## src/rtl/ethfield_pkg.sv

```systemverilog
// rtl/ethfield_pkg.sv - mode constants and insert FSM state type for ethfield_insert
package ethfield_pkg;

    localparam logic [1:0] EFI_PASS      = 2'd0;
    localparam logic [1:0] EFI_INSERT    = 2'd1;
    localparam logic [1:0] EFI_OVERWRITE = 2'd2;

    typedef enum logic [1:0] {
        IDLE,
        HEAD,
        FIELD,
        BODY
    } efi_state_t;

endpackage

```

## src/rtl/ethfield_dly.sv

```systemverilog
// rtl/ethfield_dly.sv - strobe-gated {valid, byte} delay line used as the insert buffer
module ethfield_dly #(
    parameter int DEPTH = 6
) (
    input  logic       i_clk,
    input  logic       i_ce,
    input  logic       i_clr,
    input  logic       i_v,
    input  logic [7:0] i_byte,
    output logic       o_v,
    output logic [7:0] o_byte
);

    logic [8:0] sr [DEPTH];

    // shift {valid, byte} one stage toward the tail on every strobe
    always_ff @(posedge i_clk) begin
        if (i_clr) begin
            for (int i = 0; i < DEPTH; i++) sr[i] <= '0;
        end else if (i_ce) begin
            sr[0] <= {i_v, i_byte};
            for (int i = 1; i < DEPTH; i++) sr[i] <= sr[i-1];
        end
    end

    assign o_v    = sr[DEPTH-1][8];
    assign o_byte = sr[DEPTH-1][7:0];

endmodule

```

## src/rtl/ethfield_insert.sv

```systemverilog
// rtl/ethfield_insert.sv - inserts or overwrites an NBYTES field at byte OFFSET of a strobed byte stream
module ethfield_insert
    import ethfield_pkg::*;
#(
    parameter int OFFSET = 6,
    parameter int NBYTES = 6
) (
    input  logic                  i_clk,
    input  logic                  i_reset,
    input  logic                  i_ce,
    input  logic [1:0]            i_mode,
    input  logic [8*NBYTES-1:0]   i_field,
    input  logic                  i_v,
    input  logic [7:0]            i_byte,
    output logic                  o_v,
    output logic [7:0]            o_byte,
    output logic                  o_busy
);

    localparam int PW  = $clog2(OFFSET + NBYTES + 2);
    localparam int FW  = (NBYTES > 1) ? $clog2(NBYTES) : 1;
    localparam int FBW = 8 * NBYTES;

    efi_state_t     st, st_n, st_eff;
    logic [PW-1:0]  pos, pos_n, pos_cur;
    logic [PW:0]    rel;
    logic [FW-1:0]  fcnt, fcnt_n, fcnt_cur;
    logic [1:0]     mode_q, mode_n, mode_cur;
    logic [FBW-1:0] field_q, field_n, field_cur;
    logic           busy, busy_n, done, done_n;
    logic           ov_n;
    logic [7:0]     ob_n;
    logic           start, accept, use_field, buf_v, tail_v;
    logic [7:0]     tail_byte;

    ethfield_dly #(.DEPTH(NBYTES)) u_dly (
        .i_clk  (i_clk),
        .i_ce   (i_ce),
        .i_clr  (i_reset),
        .i_v    (buf_v),
        .i_byte (i_byte),
        .o_v    (tail_v),
        .o_byte (tail_byte)
    );

    // next-state, datapath and output decode; a start byte is handled as its first state directly
    always_comb begin
        start     = i_v && !busy;
        accept    = i_v && (!busy || !done);
        mode_cur  = start ? i_mode  : mode_q;
        field_cur = start ? i_field : field_q;
        pos_cur   = start ? '0 : pos;
        fcnt_cur  = start ? '0 : fcnt;
        st_eff    = st;
        if (start) st_eff = (i_mode == EFI_INSERT && OFFSET == 0) ? FIELD : HEAD;
        rel       = {1'b0, pos_cur} - (PW+1)'(OFFSET);

        st_n      = st;
        pos_n     = pos;
        fcnt_n    = fcnt;
        mode_n    = mode_q;
        field_n   = field_q;
        busy_n    = busy;
        done_n    = done;
        ov_n      = o_v;
        ob_n      = o_byte;
        buf_v     = 1'b0;
        use_field = 1'b0;

        if (i_ce) begin
            mode_n  = mode_cur;
            field_n = field_cur;
            fcnt_n  = fcnt_cur;
            if (start) begin
                busy_n = 1'b1;
                done_n = 1'b0;
            end else if (busy && !i_v) begin
                done_n = 1'b1;
            end
            if (accept) pos_n = (pos_cur == '1) ? pos_cur : pos_cur + PW'(1);
            else if (!i_v && !o_v) pos_n = '0;

            case (st_eff)
                HEAD: begin
                    if (accept) begin
                        ov_n = 1'b1;
                        if (mode_cur == EFI_OVERWRITE && rel < (PW+1)'(NBYTES)) begin
                            use_field = 1'b1;
                            ob_n      = field_cur[FBW-1 -: 8];
                        end else begin
                            ob_n = i_byte;
                        end
                        st_n = (mode_cur == EFI_INSERT && pos_cur == PW'(OFFSET - 1)) ? FIELD : HEAD;
                    end else begin
                        ov_n   = 1'b0;
                        busy_n = 1'b0;
                        st_n   = IDLE;
                    end
                end
                FIELD: begin
                    ov_n      = 1'b1;
                    use_field = 1'b1;
                    ob_n      = field_cur[FBW-1 -: 8];
                    buf_v     = accept;
                    fcnt_n    = fcnt_cur + FW'(1);
                    st_n      = (fcnt_cur == FW'(NBYTES - 1)) ? BODY : FIELD;
                end
                BODY: begin
                    ov_n  = tail_v;
                    ob_n  = tail_byte;
                    buf_v = accept;
                    if (!tail_v && !accept) begin
                        busy_n = 1'b0;
                        st_n   = IDLE;
                    end
                end
                default: begin
                    ov_n = 1'b0;
                    st_n = IDLE;
                end
            endcase

            if (use_field) field_n = (field_cur << 8) | (field_cur >> (FBW - 8));
        end
    end

    // state and output registers; strobe gating is folded into the next-state logic
    always_ff @(posedge i_clk) begin
        if (i_reset) begin
            st      <= IDLE;
            pos     <= '0;
            fcnt    <= '0;
            mode_q  <= EFI_PASS;
            field_q <= '0;
            busy    <= 1'b0;
            done    <= 1'b0;
            o_v     <= 1'b0;
            o_byte  <= 8'h00;
        end else begin
            st      <= st_n;
            pos     <= pos_n;
            fcnt    <= fcnt_n;
            mode_q  <= mode_n;
            field_q <= field_n;
            busy    <= busy_n;
            done    <= done_n;
            o_v     <= ov_n;
            o_byte  <= ob_n;
        end
    end

    assign o_busy = busy;

endmodule
```

## config.mk

```make
export PLATFORM = sky130hd
export DESIGN_NAME = ethfield_insert
export DESIGN_NICKNAME = d
export VERILOG_FILES = /design/src/rtl/ethfield_pkg.sv /design/src/rtl/ethfield_dly.sv /design/src/rtl/ethfield_insert.sv
export SDC_FILE = /design/constraint.sdc
export NUM_CORES = 1
export LEC_CHECK = 0
export BUFFER_PORTS_ARGS = -buffer_cell sky130_fd_sc_hd__buf_2
export CORE_MARGIN = 3
export CORE_UTILIZATION = 45
export DETAILED_ROUTE_END_ITERATION = 7
export RECOVER_POWER = 100
export SETUP_SLACK_MARGIN = 0.3
export SLEW_MARGIN = 10
export SYNTH_ARGS = -nofsm -noshare
export SYNTH_HDL_FRONTEND = slang
export SYNTH_HIERARCHICAL = 1
export SYNTH_SLANG_ARGS = --single-unit
```

## constraint.sdc

```tcl
create_clock -name i_clk -period 7.8 [get_ports i_clk]
set_input_delay 0.39 -clock i_clk [delete_from_list [all_inputs] [get_ports i_clk]]
set_output_delay 0.39 -clock i_clk [all_outputs]
set_load 0.01 [all_outputs]
```

Word-level counts from Yosys, hierarchy flattened. Memory sizes are Yosys's and may differ from the RTL's. Cells that the tools add are included.

$add $sub $neg: 3. $lt $le $gt $ge: 1. Multiplexer cells: 43. Reductions and logical operators: 22. Equality and inequality tests: 10. Bitwise logic cells: 7. Multipliers: 0. Shift operators: 0. Div/mod/pow operators: 0.

Operators with widths (count): 48-bit 2-to-1 mux (2); 9-bit 2-to-1 mux (6); 48-bit by 8-bit bitwise OR with 48-bit output (1); 8-bit case mux with 3 select lines (1); 1-bit 2-to-1 mux (17); 4-bit 2-to-1 mux (4); 8-bit 2-to-1 mux (2); 2-bit 2-to-1 mux (5); 1-bit logical AND (7); 2-bit == test, second input constant (3); 1-bit zero test (6); 3-bit 2-to-1 mux (2); 1-bit bitwise OR (6); 2-bit case mux with 3 select lines (1); 2-bit AND reduction (3); 5-bit by 3-bit less-than comparator with 1-bit output, second input constant (1); 4-bit by 3-bit subtractor with 5-bit output, second input constant (1); 4-bit by 1-bit adder with 4-bit output, second input constant (1); 2-bit by 1-bit == test with 1-bit output, second input constant (2); 4-bit by 3-bit == test with 1-bit output, second input constant (1); 4-bit == test, second input constant (1); 2-bit != test, second input constant (2); 1-bit case mux with 2 select lines (2); 2-bit nonzero test (2); 7 further kinds (7).

Bits in writable memories: 54. Flip-flop bits (word level): 70. Bits in latches: 0. Memory bits (read-only): 0. Memories kept: 1.

Memories: u_dly.sr (words 6, bits a word 9, read ports 6, clocked after Yosys merged registers in 0, write ports 6, line ethfield_dly.sv:14) `logic [8:0] sr [DEPTH];`.

Longest topological paths before layout. Gate-level depths: netlist (run 1).

Depth in word-level cells: 11. Gate-level depth with buffers: 13. Depth with buffers taken out: 9.

Hierarchy. Netlist (run 1), hierarchy kept.

Modules (own cells, without submodules): ethfield_insert (cells an instance 459, seq. area each 1401.3 um2, instances 1, area an instance 4113.9 um2); ethfield_dly (cells an instance 128, seq. area each 1621.6 um2, instances 1, area an instance 2268.4 um2).

Least setup slack after synthesis (run 1). OpenSTA, ideal clock, no wires.

Kind: register to register. Start point: register busy (netlist: o_busy). End point: register field_q[35]. Setup slack: 4735 ps. Required time: 7678 ps. Arrival: 2944 ps. Cell stages (with the launch flop): 14. Path through: dfxtp_1 -> inv_1 -> ha_1 -> buf_2 -> buf_2 -> buf_2 -> nor2_1 -> inv_2 -> ha_1 -> nor4b_4 -> o2111ai_4 -> buf_4 -> and3_1 -> a221o_1.

Cells in the longest elaborated chain, start to end: 11. Elaborated cells on any way between the ends: 20. Those cells by class: 1 x add/sub; 1 x order compare; 3 x eq/ne; 9 x mux; 1 x bitwise; 5 x reduce/logical.

Ends and longest elaborated chain: start, declared (line ethfield_insert.sv:30) `logic busy, busy_n, done, done_n;`; start signal, assigned (line ethfield_insert.sv:145) `busy <= busy_n;`; 1-bit zero test * (line ethfield_insert.sv:48, ethfield_insert.sv:49); 1-bit logical AND (line ethfield_insert.sv:48) `start = i_v && !busy;`; 4-bit 2-to-1 mux (line ethfield_insert.sv:52) `pos_cur = start ? '0 : pos;`; 4-bit by 3-bit subtractor with 5-bit output (line ethfield_insert.sv:56) `rel = {1'b0, pos_cur} - (PW+1)'(OFFSET);`; 5-bit by 3-bit less-than comparator with 1-bit output (line ethfield_insert.sv:87) `if (mode_cur == EFI_OVERWRITE && rel < (PW+1)'(NBYTES)) begin`; 1-bit logical AND (line ethfield_insert.sv:87); 1-bit 2-to-1 mux (line ethfield_insert.sv:87); 1-bit 2-to-1 mux (line ethfield_insert.sv:85) `if (accept) begin`; 1-bit case mux with 2 select lines (line ethfield_insert.sv:83) `case (st_eff)`; 1-bit 2-to-1 mux (line ethfield_insert.sv:70) `if (i_ce) begin`; 48-bit 2-to-1 mux * (line ethfield_insert.sv:123) `if (use_field) field_n = (field_cur << 8) | (field_cur >> (FBW - 8));`; end signal, assigned (line ethfield_insert.sv:144) `field_q <= field_n;`; end, declared (line ethfield_insert.sv:29) `logic [FBW-1:0] field_q, field_n, field_cur;`.

Mark *: on every way between the ends. The rest lies on a longest branch, timed or not. The select of a mux whose other input is x is not followed. A chain may end at the register's enable or synchronous reset.

==> parameters.txt, run 1 <==
Parameter                              Value

Layout
  Share of cells above drive strength 1    23.7%
  Area growth from synthesis to final layout    14.0%
  Final net count    692
  Ant diodes    0
  Leading cell types in the layout, fill and taps excluded    dfxtp_1, buf_2, a221o_1, nor2_1, edfxtp_1
  Most common library cell in the layout ignoring fill and taps    dfxtp_1
  Post-route standard cell area excluding fillers    7270 µm²

Setup path
  Buf/Inv on CP    2
  CP max-delay cell    clkbuf_1
  Timing endpoint of the critical path    field_q[7]
  Crit-path leading delay family    buffers and inverters
  Number of cells on the critical path    4
  Launch point of the critical path    i_reset
  Critical path endpoint category    flop
  Setup slack of the worst register-to-register path    3490 ps
  Crit path arrival time    5420 ps
  Register-to-Register Path Depth    8
  Kind of critical path    in -> reg
  Critical Path Fanout Max    89
  CP Cell Sequence    buf_2, clkbuf_1, nor2_1, a221o_1
  Largest stage delay on the critical path    2060 ps
  Reg-to-reg startpoint    o_busy
  Setup crit start kind    input pin
  Worst EP required    8090 ps
  Destination of the worst register-to-register timing path    field_q[9]

Clock network
  CTS resizes    0
  Clock-pin slew reported for the worst setup and hold paths after clock tree synthesis    50 ps
  Longest Clk Path Bufs    2
  # clock sinks    124
  Cell chosen for the clock root    clkbuf_16
  Clock insertion delay at the later pin of the skew report    410 ps
  CTS HTree Levels    4
  Setup repair bufs after CTS    0
  TritonCTS Buffers    17
  CTS tree    built
  CTS Hold Bufs    0

Die
  Number of core rows    42
  Area enclosed by the die boundary    15600 µm²
  Core outline area    13600 µm²
  Vertical die dimension    125 µm
  Chip width    125 µm
  Starting utilization of the core area    47.1%
  # IOs    72

Power and ir drop
  Total power after layout    1.69 mW
  Leakage power    3.12 nW
  Ratio of total power to cell area    232 nW/µm²
  Peak VDD IR    0.169 mV

Yosys
  Compound-gate portion of the synthesized area    14.9%
  Share of synthesized area spent on multiplexers    8.94%
  Main combinational cell family by area after synthesis    simple AND/OR/NAND/NOR gates
  Synth async-reset ratio    0%
  Synth Instances    587
  Sequential fraction of the synthesis area    47.4%
  Post-synthesis instance area    6380 µm²
  Simple-gate share of the synthesized area    21.7%
  Syn Nets    658
  #FFs+latches synth    124
  Adder and majority gate portion of the synthesized area    1.76%
  Fraction of synthesized cell area in xor and xnor cells    0%
  Synth warn    6
  Yosys cell types    50
  Number of flops mapped to enable cells by yosys    54
  Leading register cell type out of synthesis    dfxtp_1
  Average cell area after synthesis    10.9 µm²

Drt
  Via/cell ratio    5.89
  Vias    4772
  Final WL    14.9 mm
  Antenna-violating nets left    0
  Initial DRC count    411
  First-pass iteration count of the detailed router    5
  Routed wire per std cell    18.4 µm
  DRC violation count after routing    0

Global route
  Overall global routing resource usage    18.9%
  Via count of the first global-routing pass    4521
  Antenna violations before repair    0
  First-pass GRT wire length    23.7 mm
  Congestion Overflow GR    0
  Pin count of the biggest net entering global routing    90

Hold path
  Cell depth of the worst min-delay path    3
  Kind of path behind the tightest hold check    in -> reg

Status
  Violations in the final reports    capacitance limit, slew limit
  Status    finished, violations left

STA
  Max Clock Freq    195 MHz
  Slew Viols, Final    183
  Aggregate negative setup slack    0 ps
  Setup violators final    0
  Final critical-path setup slack    2680 ps
  Number of endpoints with negative hold slack in the final report    0
  Worst-case headroom to the max-slew limit    -110%
  Slew at the pin closest to its max-slew limit    3140 ps
  Final period demand of the worst path    5120 ps
  Setup repair after global routing missed its margin    no
  Final hold slack    252 ps
  Post-route fraction of the period consumed by the critical path    65.7%
  Setup Skew    8.73 ps

Placed design
  DP HPWL    9.44 mm
  Area after DPL    6700 µm²
  Count of port buffers added during placement    71
  Post-Place Setup Slack    3500 ps
  Global placement routability congestion    0.818

Job
  Max Cap Violations    3
## worst reg2reg max path, cell delays in order (launching register included)
cell and delay [ps]:
dfxtp_1 350, inv_1 130, ha_4 840, nand2b_1 550, ha_1 390, nor4b_4 300, o2111ai_4 550, nand2_2 850
a221o_1 290
## area by class of cell
cell class / instances / area (µm²)
clock buffers: 18 / 429
repair buffers: 76 / 373
clock inverters: 14 / 176
well taps: 176 / 220
multi-input cells: 396 / 3030
inverters: 6 / 22.5
fillers: 1256 / 6280
flip-flops and latches: 124 / 3020
## how the worst min path moves through the flow
stage / from / to / slack, ps
final: i_mode[1] / mode_q[1] / 250
after global routing: i_mode[1] / mode_q[1] / 250
after CTS: i_mode[0] / mode_q[0] / 240
after detailed placement: st[1] / st[1] / 460
after global placement: st[1] / st[1] / 450
after floorplan: st[0] / st[0] / 430
## per-stage QoR
stage / std cells / util, %
global route: 810 / 53.7
finish: 810 / 53.7
global placement: 778 / 49.4
floorplan: 587 / -
CTS: 810 / 53.9
detailed placement: 778 / 49.4
## cell families (layout without fill, tap and decap cells)
logic type               after synthesis  count (layout)
multiplexers                          56              56
flip-flops                           124             124
buffers and inverters                 67             114
AO/OA/AOI/OAI                        109             109
adder cells (fa/ha/maj)                9               9
AND/OR/NAND/NOR                      222             222
## per-layer routing
metal  vias to the layer above  track usage [%]  wire length (µm)
li1                       2297                -                 -
met1                      2283             26.5              6960
met2                       173             27.8              6690
met3                        19             6.48              1040
met4                         0             5.42               198
met5                         -                0                 0
## synthesized netlist by cell type, types with 2 or more instances
cell | instances | share of area (%)
a31oi_1 | 3 | 0.29
and3b_2 | 42 | 6.6
and3b_1 | 13 | 1.8
o21ai_1 | 5 | 0.39
clkbuf_1 | 22 | 1.3
dfxtp_1 | 70 | 22
mux2i_1 | 48 | 7.5
buf_4 | 12 | 1.4
ha_1 | 9 | 1.8
o2bb2ai_1 | 2 | 0.27
o311ai_1 | 8 | 1.1
edfxtp_1 | 54 | 25
and3_1 | 32 | 3.1
clkbuf_2 | 3 | 0.24
buf_2 | 21 | 1.6
nand2b_1 | 6 | 0.59
nor2b_1 | 6 | 0.59
nand2_1 | 26 | 1.5
inv_1 | 4 | 0.24
a21oi_1 | 23 | 1.8
nand3_1 | 13 | 1.0
nor3_1 | 11 | 0.86
a221o_1 | 56 | 8.8
inv_2 | 2 | 0.12
mux2_2 | 6 | 1.1
mux2_1 | 2 | 0.35
nand3b_1 | 9 | 1.1
a211o_1 | 3 | 0.41
nor2_1 | 54 | 3.2
buf_6 | 2 | 0.35
## power breakdown
group / leakage, nW / internal (mW) / switching [mW]
sequential: 1.17 / 0.715 / 0.0150
clock: 0.284 / 0.528 / 0.280
combinational: 1.67 / 0.0665 / 0.0825
total: 3.12 / 1.31 / 0.378
## state kept, by name (all words and copies together) (netlist names)
register  count
field_q      48
mode_q        2
fcnt          3
pos           4
done          1
o_byte        8
o_busy        1
o_v           1
u_dly/sr     54
st            2
Note: power is estimated with default switching activity, not from simulation.
==> run 2: changes to the inputs <==
- PLACE_DENSITY: default -> 0.66
- clock period: 7.8 -> 4.4 ns (I/O delays scaled with it)
==> parameters.txt, run 2 (synthesis gave the netlist of run 1 again) <==
Parameter                              Value

Status
  Status    finished, violations left
  Violations in the final reports    capacitance limit, slew limit

Clock network
  TritonCTS Buffers    17
  Cell chosen for the clock root    clkbuf_16
  Setup repair bufs after CTS    0
  # clock sinks    124
  CTS Hold Bufs    0
  CTS resizes    0
  Clock-pin slew reported for the worst setup and hold paths after clock tree synthesis    50 ps
  CTS tree    built
  Longest Clk Path Bufs    2
  CTS HTree Levels    4
  Clock insertion delay at the later pin of the skew report    410 ps

STA
  Setup Skew    14.4 ps
  Aggregate negative setup slack    0 ps
  Slew Viols, Final    101
  Worst-case headroom to the max-slew limit    -105%
  Final period demand of the worst path    3660 ps
  Post-route fraction of the period consumed by the critical path    83.1%
  Max Clock Freq    274 MHz
  Number of endpoints with negative hold slack in the final report    0
  Slew at the pin closest to its max-slew limit    3080 ps
  Setup violators final    0
  Final critical-path setup slack    744 ps
  Setup repair after global routing missed its margin    no

Power and ir drop
  Clock share of power    45.0%
  Internal power summed over all cells    2.17 mW
  Sw frac    23.3%
  Sw Pwr    0.659 mW
  Ratio of total power to cell area    392 nW/µm²
  Part of the total power dissipated in sequential elements    45.7%
  Combinational fraction of design power    9.3%
  Peak VDD IR    0.254 mV
  Leakage power    3.12 nW

Layout
  Final net count    694
  Share of cells above drive strength 1    23.7%
  Leading cell types in the layout, fill and taps excluded    dfxtp_1, buf_2, a221o_1, nor2_1, edfxtp_1
  Area growth from synthesis to final layout    13.0%
  Count of non-filler cells in the finished layout    812
  Number of flip-flops under the largest register name    54
  Ant diodes    0
  Most common library cell in the layout ignoring fill and taps    dfxtp_1
  Regs by FF count    u_dly/sr x54, field_q x48, o_byte x8
  Register with the most flip-flops    u_dly/sr
  Post-route standard cell area excluding fillers    7210 µm²

Setup path
  Kind of critical path    in -> reg
  Critical Path Fanout Max    45
  Largest stage delay on the critical path    2290 ps
  Buf/Inv on CP    2
  Destination of the worst register-to-register timing path    field_q[35]
  Setup slack of the worst register-to-register path    1000 ps
  Crit-path leading delay family    simple AND/OR/NAND/NOR gates
  Reg-to-reg startpoint    o_busy
  CP Cell Sequence    clkbuf_1, or2_0, buf_4
  CP max-delay cell    or2_0
  Crit path arrival time    3760 ps
  Register-to-Register Path Depth    8
  Timing endpoint of the critical path    u_dly/sr[0][47]
  Critical path endpoint category    flop
  Number of cells on the critical path    3
  Setup crit start kind    input pin
  Launch point of the critical path    i_ce
  Worst EP required    4510 ps

Die
  Vertical die dimension    125 µm
  Number of core rows    42
  Core outline area    13600 µm²
  Chip width    125 µm
  Area enclosed by the die boundary    15600 µm²
  # IOs    72
  Starting utilization of the core area    47.1%

Hold path
  Kind of path behind the tightest hold check    in -> reg

Placed design
  Area after DPL    6710 µm²
  Total instance count after detailed placement    780
  Global placement routability congestion    0.838
  Post-Place Setup Slack    1070 ps
  Count of port buffers added during placement    71
  DP HPWL    9.85 mm

Drt
  Routed met1 length    7.29 mm
  First-pass iteration count of the detailed router    5
  Via/cell ratio    5.90
  Antenna-violating nets left    0
  Vias    4794
  Final WL    15.1 mm
  Routed wire per std cell    18.6 µm
  DR WL met2    6.65 mm
  Initial DRC count    401
  DRC violation count after routing    0
  Highest metal layer used by the detailed router    met4
  Met3 wirelength from detailed routing    913 µm

Global route
  Pin count of the biggest net entering global routing    66
  Antenna violations before repair    0
  Overall global routing resource usage    19.2%
  First-pass GRT wire length    24.2 mm
  Congestion Overflow GR    0
  Via count of the first global-routing pass    4560

Job
  Max Cap Violations    2
## run 2: how the worst min path moves through the flow
stage	endpoint	slack, ps	depth (start not counted)	from
5_1_grt	mode_q[1]	90	3	i_mode[1]
6_report	mode_q[1]	110	3	i_mode[1]
3_5_place_dp	st[0]	460	1	st[0]
4_1_cts	mode_q[1]	80	3	i_mode[1]
3_3_place_gp	st[0]	450	1	st[0]
2_1_floorplan	o_busy	380	2	i_reset
## run 2: tightest hold or removal path: stages
cell and delay, ps:
buf_2 110, nand3_1 80, a21oi_1 60
## run 2: stage by stage
step | power, mW | util, % | hold slack, ps
floorplan | 1.50 | - | 376
global placement | 1.58 | 49.5 | 452
detailed placement | 1.58 | 49.5 | 456
CTS | 2.85 | 53.5 | 83.7
global route | 2.93 | 53.2 | 92.2
finish | 2.83 | 53.2 | 108
## run 2: layout make-up
cell class	count	area (µm²)
Timing Repair Buffer	78	390
Clock buffer	25	505
Inverter	6	22.5
Clock inverter	7	38.8
Tap cell	176	220
Multi-Input combinational cell	396	3010
Fill cell	1209	6350
Sequential cell	124	3020
## run 2: per-layer routing
| layer | vias to the layer above | GRT usage, % |
|---|---|---|
| li1 | 2305 | - |
| met5 | - | 0 |
| met3 | 18 | 5.42 |
| met1 | 2326 | 27.8 |
| met4 | 0 | 5.80 |
| met2 | 145 | 27.9 |
## run 2: power by group through the flow
stage,combinational (mW),sequential (mW),clock [mW]
5_1_grt,0.290,1.30,1.34
2_1_floorplan,0.193,1.31,0
3_3_place_gp,0.262,1.31,0
4_1_cts,0.268,1.29,1.29
3_5_place_dp,0.267,1.32,0
6_report,0.264,1.29,1.27
==> run 3: changes to the inputs <==
- PLACE_DENSITY: 0.66 -> default
- clock period: 4.4 -> 3.65 ns (I/O delays scaled with it)
==> parameters.txt, run 3 (synthesis gave the netlist of run 1 again) <==
Parameter                              Value

Status
  Status    completed

Setup path
  CP Cell Sequence    inv_1, ha_4, nor2_1, clkinv_1, ha_1, nor4b_4, o2111a_1, nor2_1, a221o_1
  Setup crit start kind    flop
  Critical Path Fanout Max    23
  Register-to-Register Path Depth    9
  CP max-delay cell    o2111a_1
  Kind of critical path    reg -> reg
  Crit path arrival time    3540 ps
  Critical path endpoint category    flop
  Largest stage delay on the critical path    470 ps
  Top cell by count, worst path    nor2_1
  Worst EP required    3940 ps

Global route
  Overall global routing resource usage    19.6%
  Pin count of the biggest net entering global routing    79
  Antenna violations before repair    0
  Via count of the first global-routing pass    4561
  Congestion Overflow GR    0
  First-pass GRT wire length    24.5 mm

Power and ir drop
  Leakage power    3.13 nW
  Sw frac    22.3%
  Total power after layout    3.49 mW
  Internal power summed over all cells    2.71 mW
  Ratio of total power to cell area    477 nW/µm²
  Part of the total power dissipated in sequential elements    44.8%
  Sw Pwr    0.777 mW
  Clock share of power    46.0%
  Combinational fraction of design power    9.2%
  Peak VDD IR    0.339 mV

Layout
  Filler Cell Count    1190
  Leading cell types in the layout, fill and taps excluded    dfxtp_1, buf_2, a221o_1, nor2_1, edfxtp_1
  Area growth from synthesis to final layout    14.4%
  Final net count    698
  Ant diodes    0
  Area of the multi-input gates    3050 µm²
  Area taken by flip-flops and latches    3020 µm²
  Number of flip-flops under the largest register name    54
  Register with the most flip-flops    u_dly/sr
  Most common library cell in the layout ignoring fill and taps    dfxtp_1
  Share of cells above drive strength 1    23.3%
  Regs by FF count    u_dly/sr x54, field_q x48, o_byte x8

Hold path
  Kind of path behind the tightest hold check    in -> reg
  Cell depth of the worst min-delay path    3

Drt
  Antenna-violating nets left    0
  Final WL    15.7 mm
  DRC violation count after routing    0
  Routed wire per std cell    19.3 µm
  Vias    4780
  First-pass iteration count of the detailed router    4
  Via/cell ratio    5.87
  Initial DRC count    523

STA
  Final period demand of the worst path    3250 ps
  Slew Viols, Final    0
  Slew at the pin closest to its max-slew limit    1460 ps
  Aggregate negative setup slack    0 ps
  Number of endpoints with negative hold slack in the final report    0
  Setup violators final    0
  Max Clock Freq    308 MHz
  Post-route fraction of the period consumed by the critical path    89.0%
  Setup repair after global routing missed its margin    yes
  Setup Skew    7.42 ps
  Worst-case headroom to the max-slew limit    2.91%
  Final hold slack    47.1 ps

Clock network
  # clock sinks    124
  TritonCTS Buffers    17
  Setup repair bufs after CTS    0
  Clock insertion delay at the later pin of the skew report    410 ps
  CTS Hold Bufs    0
  CTS HTree Levels    4
  Cell chosen for the clock root    clkbuf_16
  Longest Clk Path Bufs    2
  CTS tree    built
  Clock-pin slew reported for the worst setup and hold paths after clock tree synthesis    50 ps

Die
  Starting utilization of the core area    47.1%
  Vertical die dimension    125 µm
  Area enclosed by the die boundary    15600 µm²
  Core outline area    13600 µm²
  Chip width    125 µm
  Number of core rows    42
  # IOs    72

Placed design
  Global placement routability congestion    0.819
  DP HPWL    9.97 mm
  Count of port buffers added during placement    71

Job
  Max Cap Violations    0
-- run 3: metal layers --
layer	share of wire, %	track usage, %
met1	49	29.0
met2	44	27.8
met3	5.1	5.50
met4	1.3	6.12
met5	0	0
-- run 3: layout make-up --
class | instances | area share (%)
Tap cell | 176 | 3.02
Clock inverter | 1 | 0.411
Timing Repair Buffer | 81 | 5.72
Multi-Input combinational cell | 397 | 41.8
Inverter | 6 | 0.308
Clock buffer | 30 | 7.32
Sequential cell | 124 | 41.4
-- run 3: final timing paths --
path                                 from  slack (ps)    endpoint
worst max-delay path               o_busy         400  field_q[5]
worst min-delay path            i_mode[0]          50   mode_q[0]
worst max register to register     o_busy         400  field_q[5]
worst min register to register      st[1]         470       st[1]
-- run 3: stage by stage --
step | std cells | util [%] | setup slack [ps] | area [µm²]
final | 815 | 53.9 | 401 | 7300
after global routing | 815 | 53.9 | 197 | 7300
after CTS | 814 | 53.9 | 474 | 7310
after detailed placement | 783 | 49.8 | 478 | 6750
after global placement | 783 | 49.8 | 612 | 6750
after floorplan | 587 | - | 585 | 6380
-- run 3: timing repair --
| action | 4_1_cts | 5_1_grt |
|---|---|---|
| hold endpoints to repair | 0 | 0 |
| gates resized for setup | 0 | 1 |
| setup endpoints to repair | 0 | 35 |
-- run 3: worst max-delay path, delay by kind of cell (launching register included) --
kind                       cells  cell delay [ps]
AOI/OAI and AO/OA              2              840
adders and majority gates      2              670
buffers and inverters          2              280
DFF                            1              410
and+or+nand+nor                3              920
-- run 3: power groups by stage --
stage / registers, mW / logic (mW) / clock network, mW
2_1_floorplan: 1.58 / 0.232 / 0
3_5_place_dp: 1.59 / 0.324 / 0
4_1_cts: 1.56 / 0.325 / 1.63
6_report: 1.56 / 0.321 / 1.61
3_3_place_gp: 1.58 / 0.317 / 0
5_1_grt: 1.57 / 0.353 / 1.70
